===== config.mk =====
export PLATFORM = sky130hd
export DESIGN_NAME = program_loader
export DESIGN_NICKNAME = d
export VERILOG_FILES = /design/src/rtl/cpu_pkg.sv /design/src/rtl/program_loader.sv
export SDC_FILE = /design/constraint.sdc
export NUM_CORES = 1
export LEC_CHECK = 0
export CAP_MARGIN = 15
export CORE_MARGIN = 4
export CORE_UTILIZATION = 45
export CTS_BUF_LIST = sky130_fd_sc_hd__clkbuf_8
export CTS_CLUSTER_SIZE = 10
export DETAILED_ROUTE_END_ITERATION = 10
export PLACE_DENSITY = 0.64
export RECOVER_POWER = 100
export SETUP_SLACK_MARGIN = 0.1
export SLEW_MARGIN = 20
export SYNTH_ARGS = -nofsm -noshare
export SYNTH_HDL_FRONTEND = slang
export SYNTH_SLANG_ARGS = --single-unit

===== constraint.sdc =====
create_clock -name clock -period 6.3 [get_ports clock]
set_clock_uncertainty 0.1 [all_clocks]
set_input_delay 1.26 -clock clock [delete_from_list [all_inputs] [get_ports clock]]
set_output_delay 1.26 -clock clock [all_outputs]
set_load 0.01 [all_outputs]

===== src/rtl/cpu_pkg.sv =====
// Types and constants shared by the CPU core and its program loader.
// Holds the loader FSM encoding, the frame marker and the opcode set.
package cpu_pkg;

  localparam logic [7:0] SYNC_BYTE = 8'hA5;

  typedef enum logic [2:0] {
    IDLE,
    LEN_HI,
    LEN_LO,
    DATA_HI,
    DATA_LO,
    CHECK,
    DONE,
    ERROR
  } loader_state_t;

  typedef enum logic [3:0] {
    OP_NOP,
    OP_ADD,
    OP_SUB,
    OP_AND,
    OP_OR,
    OP_XOR,
    OP_LD,
    OP_ST,
    OP_BEQ,
    OP_JMP
  } opcode_t;

endpackage


===== src/rtl/program_loader.sv =====
// Byte-stream program loader: parses a framed image, writes it into
// instruction memory and releases the CPU once the checksum matches.
module program_loader #(
  parameter int         MAX_WORDS = 1024,
  parameter logic [7:0] SYNC_BYTE = cpu_pkg::SYNC_BYTE
) (
  input  logic        clock,
  input  logic        reset,
  input  logic        start,
  input  logic [7:0]  rx_data,
  input  logic        rx_valid,
  output logic        rx_ready,
  output logic        wr_en,
  output logic [15:0] wr_addr,
  output logic [15:0] wr_data,
  output logic        cpu_hold,
  output logic        done,
  output logic        error
);
  import cpu_pkg::*;

  localparam logic [16:0] MAX_LEN = 17'(MAX_WORDS);

  loader_state_t state, state_n;
  logic [15:0] idx, idx_n;
  logic [15:0] len, len_n;
  logic [15:0] idx_inc;
  logic [7:0]  csum, csum_n;
  logic [7:0]  hi, hi_n;
  logic        xfer;
  logic        wr_fire;

  assign rx_ready = (state != DONE) && (state != ERROR);
  assign xfer     = rx_valid && rx_ready;
  assign idx_inc  = idx + 16'd1;

  // Next-state and datapath decode; start overrides any byte this cycle.
  always_comb begin
    state_n = state;
    idx_n   = idx;
    len_n   = len;
    csum_n  = csum;
    hi_n    = hi;
    wr_fire = 1'b0;
    if (start) begin
      state_n = IDLE;
      idx_n   = '0;
      csum_n  = '0;
    end else if (xfer) begin
      unique case (state)
        IDLE: begin
          if (rx_data == SYNC_BYTE) state_n = LEN_HI;
        end
        LEN_HI: begin
          len_n   = {rx_data, len[7:0]};
          state_n = LEN_LO;
        end
        LEN_LO: begin
          len_n = {len[15:8], rx_data};
          if (len_n == 16'd0)
            state_n = CHECK;
          else if ({1'b0, len_n} > MAX_LEN)
            state_n = ERROR;
          else
            state_n = DATA_HI;
        end
        DATA_HI: begin
          hi_n    = rx_data;
          csum_n  = csum ^ rx_data;
          state_n = DATA_LO;
        end
        DATA_LO: begin
          csum_n  = csum ^ rx_data;
          wr_fire = 1'b1;
          idx_n   = idx_inc;
          state_n = (idx_inc < len) ? DATA_HI : CHECK;
        end
        CHECK: begin
          state_n = (rx_data == csum) ? DONE : ERROR;
        end
        default: ;
      endcase
    end
  end

  // State, datapath and registered outputs; reset beats start and data.
  always_ff @(posedge clock) begin
    if (reset) begin
      state    <= IDLE;
      idx      <= '0;
      len      <= '0;
      csum     <= '0;
      hi       <= '0;
      wr_en    <= 1'b0;
      wr_addr  <= '0;
      wr_data  <= '0;
      done     <= 1'b0;
      error    <= 1'b0;
      cpu_hold <= 1'b1;
    end else begin
      state    <= state_n;
      idx      <= idx_n;
      len      <= len_n;
      csum     <= csum_n;
      hi       <= hi_n;
      wr_en    <= wr_fire;
      if (wr_fire) begin
        wr_addr <= idx;
        wr_data <= {hi, rx_data};
      end
      done     <= (state_n == DONE);
      error    <= (state_n == ERROR);
      cpu_hold <= (state_n != DONE);
    end
  end

endmodule


* Word-level counts from Yosys, hierarchy flattened
Index checks and enable logic that the tools add are counted.
Word-level totals: register bits after elaboration 87, input port bits 12, output and inout bits 37, logic and storage cells 54
Operators by class: add/sub/neg operators 1, $lt $le $gt $ge 2, equality and inequality tests 12, multiplexer cells 12, bitwise operators 4, reductions and logical operators 11
Operators with widths (number):
- $pmux 16 s2 | 1
- $mux 3 | 6
- $pmux 3 s6 | 1
- $add 16x1->16 const B | 1
- $gt 16x11->1 const B | 1
- $logic_not 16->1 | 1
- $lt 16x16->1 | 1
- $eq 3x3->1 const B | 4
- $ne 3x3->1 const B | 3
- $eq 8x8->1 | 1
- $eq 8x8->1 const B | 1
- $reduce_and 4->1 | 2
- $xor 8x8->8 | 1
- $eq 3x2->1 const B | 2
- $mux 1 | 4
- $reduce_and 2->1 | 2
- $reduce_or 2->1 | 2
- $eq 3x1->1 const B | 1
- $logic_not 3->1 | 1
- $not 1->1 | 3
- $reduce_and 3->1 | 1
- $logic_and 1x1->1 | 2

* Longest topological paths before layout
depth in word-level cells 7, gate-level depth with buffers 11, mapped depth without buffers 11

* Worst setup path after synthesis
Ideal clock, no wire load.
path kind register to register, start point reg idx[0], end point reg error, arrival time 2953 ps, setup slack 3168 ps, cell stages (with the launch flop) 12, buffers on the path 0, period minus slack after synthesis 3132 ps, cells stage by stage dfxtp_1 ha_1 nand4_1 nor3_1 nand3_1 xnor2_1 ha_1 nand4_1 or3_1 or4_4 a31o_1 a211oi_2
Between the ends: cells in the longest elaborated chain, start to end 7
RTL lines:
- start: declaration | RTL line program_loader.sv:25 | logic [15:0] idx, idx_n;
- start signal: assignment | RTL line program_loader.sv:102 | idx <= idx_n;
- $add 16x1->16 | RTL line program_loader.sv:35 | assign idx_inc = idx + 16'd1;
- via idx_inc[14] | RTL line program_loader.sv:27 | logic [15:0] idx_inc;
- $lt 16x16->1 | RTL line program_loader.sv:76 | state_n = (idx_inc < len) ? DATA_HI : CHECK;
- $mux 3 | RTL line program_loader.sv:76
- $pmux 3 s6 | RTL line program_loader.sv:50 | unique case (state)
- $mux 3 | RTL line program_loader.sv:49 | end else if (xfer) begin
- $mux 3 | RTL line program_loader.sv:45 | if (start) begin
- $eq 3x3->1 | RTL line program_loader.sv:112 | error <= (state_n == ERROR);
- end signal: assignment | RTL line program_loader.sv:112
- end: declaration | RTL line program_loader.sv:18 | output logic error
The timed path passes the listed nets, and every way through them passes these cells. A chain may end at the register's enable or synchronous reset.

* Worst setup path after layout
Ends and elaborated chain as after synthesis.

==> flow_metrics.env <==
export IMPL_status="finished with violations"
export IMPL_failed_checks="capacitance limit, slew limit"
export IMPL_areaGrowthSynthToFinish_pct=15.4
export IMPL_worstSetupPathType="flop to flop"
export IMPL_clkSinkCount=87
export IMPL_hold_viol=0
export IMPL_cp_end_kind="flop"
export IMPL_rrSetupSlack_ns=2.33
export IMPL_reg2reg_to="error"
export IMPL_power_density_mw_per_mm2=199
export IMPL_port_buffers=48
export IMPL_power_leakage_uw=0.00194
export IMPL_grt_max_degree=61
export IMPL_hp_start="hi[6]"
export IMPL_numCtsBuffers=9
export IMPL_worst_pin_slew_ns=1.80
export IMPL_ys_ff_latch=87
export IMPL_critPathLaunchType="flop"
export IMPL_gp_congestion=0.838
export IMPL_cts_tree="built"
export IMPL_core_area_sq_mm=0.00881
export IMPL_grt_overflow_total=0
export IMPL_critPathArrivalTime_ns=4.14
export IMPL_ys_types=50
export IMPL_dp_hpwl_microns=6650
export IMPL_rsz0062_at_grt="false"
export IMPL_cts_path_max_buffers=2
export IMPL_whs_endpoint="wr_data[14]"
export IMPL_fin_cells=642
export IMPL_fp_dieW_microns=104
export IMPL_slew_headroom_pct=-19.9
export IMPL_reg2regPathDepth=11
export IMPL_required_ns=6.47
export IMPL_dieArea_sq_mm=0.0107
export IMPL_ir_drop_mv=0.115
export IMPL_dp_cells=626
export IMPL_io_pins=49
export IMPL_multiInputGateArea_sq_mm=0.00214
export IMPL_ys_seq_area_share_pct=42.3
export IMPL_cts_setup_buffers=0
export IMPL_drive_gt1_share_pct=4.49
export IMPL_grt_pass1_vias=3145
export IMPL_fin_area_sq_mm=0.00475
export IMPL_via_per_inst=5.29
export IMPL_die_h_microns=104
export IMPL_grt_pass1_wl_microns=15900
export IMPL_htree_levels=3
export IMPL_finalPower_uw=948
export IMPL_holdPathStages=2
export IMPL_syn_nets=534
export IMPL_hp_class="flop to flop"
export IMPL_ctsHoldBuffers=0
export IMPL_yosysWarnings=0
export IMPL_r2r_start="idx[0]"
export IMPL_nets=557
export IMPL_drt_pre_antenna_iters=4
export IMPL_syn_area_sq_mm=0.00412
export IMPL_drc=0
export IMPL_finalCritPeriodShare_pct=63.0
export IMPL_grtUsageTotal_pct=17.9
export IMPL_grt_antenna_before_repair=0
export IMPL_place_area_sq_mm=0.00459
export IMPL_clock_latency_ns=0.37
export IMPL_ys_async_sr_fraction_pct=0
export IMPL_fin_hold_ws_ns=0.340
export IMPL_clockRootBuffer="clkbuf_8"
export IMPL_vias=3394
export IMPL_cts_clk_slew_worst_paths_ns=0.10
export IMPL_slew_viol_final=50
export IMPL_synth_edf_count=0
export IMPL_avgSynthCellArea_sq_um=8.14
export IMPL_fin_crit_ns=3.97
export IMPL_ant_nets=0
export IMPL_first_iter_violations=182
export IMPL_cts_resized_gates=0
export IMPL_antenna_cells=0
export IMPL_nFillCells=860
export IMPL_synth_flop_cell="dfxtp_1"
export IMPL_start_util_pct=46.7
export IMPL_rows=34
export IMPL_finalSetupViolations=0
export IMPL_fin_tns_setup_ns=0
export IMPL_worstPathMaxFanout=5
export IMPL_max_freq_mhz=252
export IMPL_syn_inst=506
export IMPL_detail_route_wl_per_cell_microns=14.7
export IMPL_routed_wl_microns=9440
export IMPL_layout_area_seq_sq_mm=0.00174
export IMPL_maxCapViolations=2
==> layout make-up <==
class / instances / area share [%]
multi-input cells: 363 / 45.0
flip-flops and latches: 87 / 36.7
repair buffers: 50 / 10.3
well taps: 108 / 2.84
clock buffers: 9 / 2.61
inverters: 18 / 1.42
clock inverters: 7 / 1.16
==> sequential cells by signal, indices dropped and copies added (netlist names) <==
name and cells:
idx 16, len 16, wr_addr 16, wr_data 16, csum 8, hi 8, state 3, cpu_hold 1
done 1, error 1, wr_en 1
==> cell families after synthesis <==
| family | share of synthesized area (%) |
|---|---|
| mux | 4.13 |
| compound gates | 10.3 |
| buf+inv | 5.35 |
| simple gates | 23.7 |
| flops | 42.3 |
| xor+xnor | 9.36 |
| fa+ha+maj | 4.86 |
==> cells in the mapped netlist, types with 2 or more instances <==
| master | n | area, sq um |
|---|---|---|
| a21oi_1 | 49 | 245 |
| a31o_1 | 2 | 17.5 |
| a31oi_1 | 3 | 18.8 |
| and3_1 | 3 | 18.8 |
| buf_2 | 8 | 40.0 |
| clkbuf_1 | 30 | 113 |
| dfxtp_1 | 87 | 1740 |
| ha_1 | 16 | 200 |
| inv_1 | 18 | 67.6 |
| mux2i_1 | 17 | 170 |
| nand2_1 | 88 | 330 |
| nand2b_1 | 3 | 18.8 |
| nand3_1 | 15 | 75.1 |
| nand4_1 | 10 | 62.6 |
| nor2_1 | 67 | 251 |
| nor3_1 | 5 | 25.0 |
| nor4_1 | 4 | 25.0 |
| o21ai_0 | 3 | 15.0 |
| or3_1 | 4 | 25.0 |
| or4_4 | 2 | 22.5 |
| xnor2_1 | 12 | 105 |
| xor2_1 | 32 | 280 |
==> layout by cell type, fill, tap and decap left out, types with 4 or more instances in the layout <==
cell / instances
nand2_1: 88
dfxtp_1: 87
nor2_1: 66
a21oi_1: 49
dlygate4sd3_1: 39
xor2_1: 32
inv_1: 19
mux2i_1: 17
ha_1: 16
nand3_1: 15
xnor2_1: 12
nand4_1: 10
clkbuf_8: 9
clkdlybuf4s50_1: 8
nor3_1: 6
or3_1: 4
nor4_1: 4
==> worst max-delay path: stages (launching register included) <==
cell	delay, ns
dfxtp_1	0.50
ha_1	0.29
nand4_1	0.25
nor3_1	0.51
nand3_1	0.18
xnor2_1	0.18
ha_1	0.31
nand4_1	0.13
or3_1	0.38
or4_1	0.53
a31o_1	0.28
a211oi_1	0.24
==> how the worst max path moves through the flow <==
| stage | cells after the start | start | slack [ns] | to |
|---|---|---|---|---|
| floorplan | 11 | idx[0] | 3.17 | error |
| global placement | 5 | rx_valid | 2.64 | wr_addr[1] |
| detailed placement | 5 | rx_valid | 2.54 | wr_data[5] |
| CTS | 11 | idx[0] | 2.54 | error |
| global route | 5 | rx_valid | 1.99 | wr_data[1] |
| finish | 11 | idx[0] | 2.33 | error |
==> per-stage QoR <==
stage	worst slack, ns	utilization (%)
finish	2.33	54.0
floorplan	3.17	-
detailed placement	2.54	52.1
CTS	2.54	54.2
global route	1.99	54.0
global placement	2.64	52.1
==> metal layers <==
metal	GRT usage (%)	share of wire [%]	wire [microns]	up-vias
met4	3.42	0.66	62	0
met1	24.0	49	4580	1590
met3	4.85	4.7	440	6
li1	-	-	-	1724
met5	0	0	0	-
met2	29.3	46	4350	74
==> power breakdown <==
part	internal (uW)	switching, uW
Clock	147	213
Sequential	550	1.01
Combinational	12.2	24.2
No activity file was read; power rests on OpenSTA's default activity.
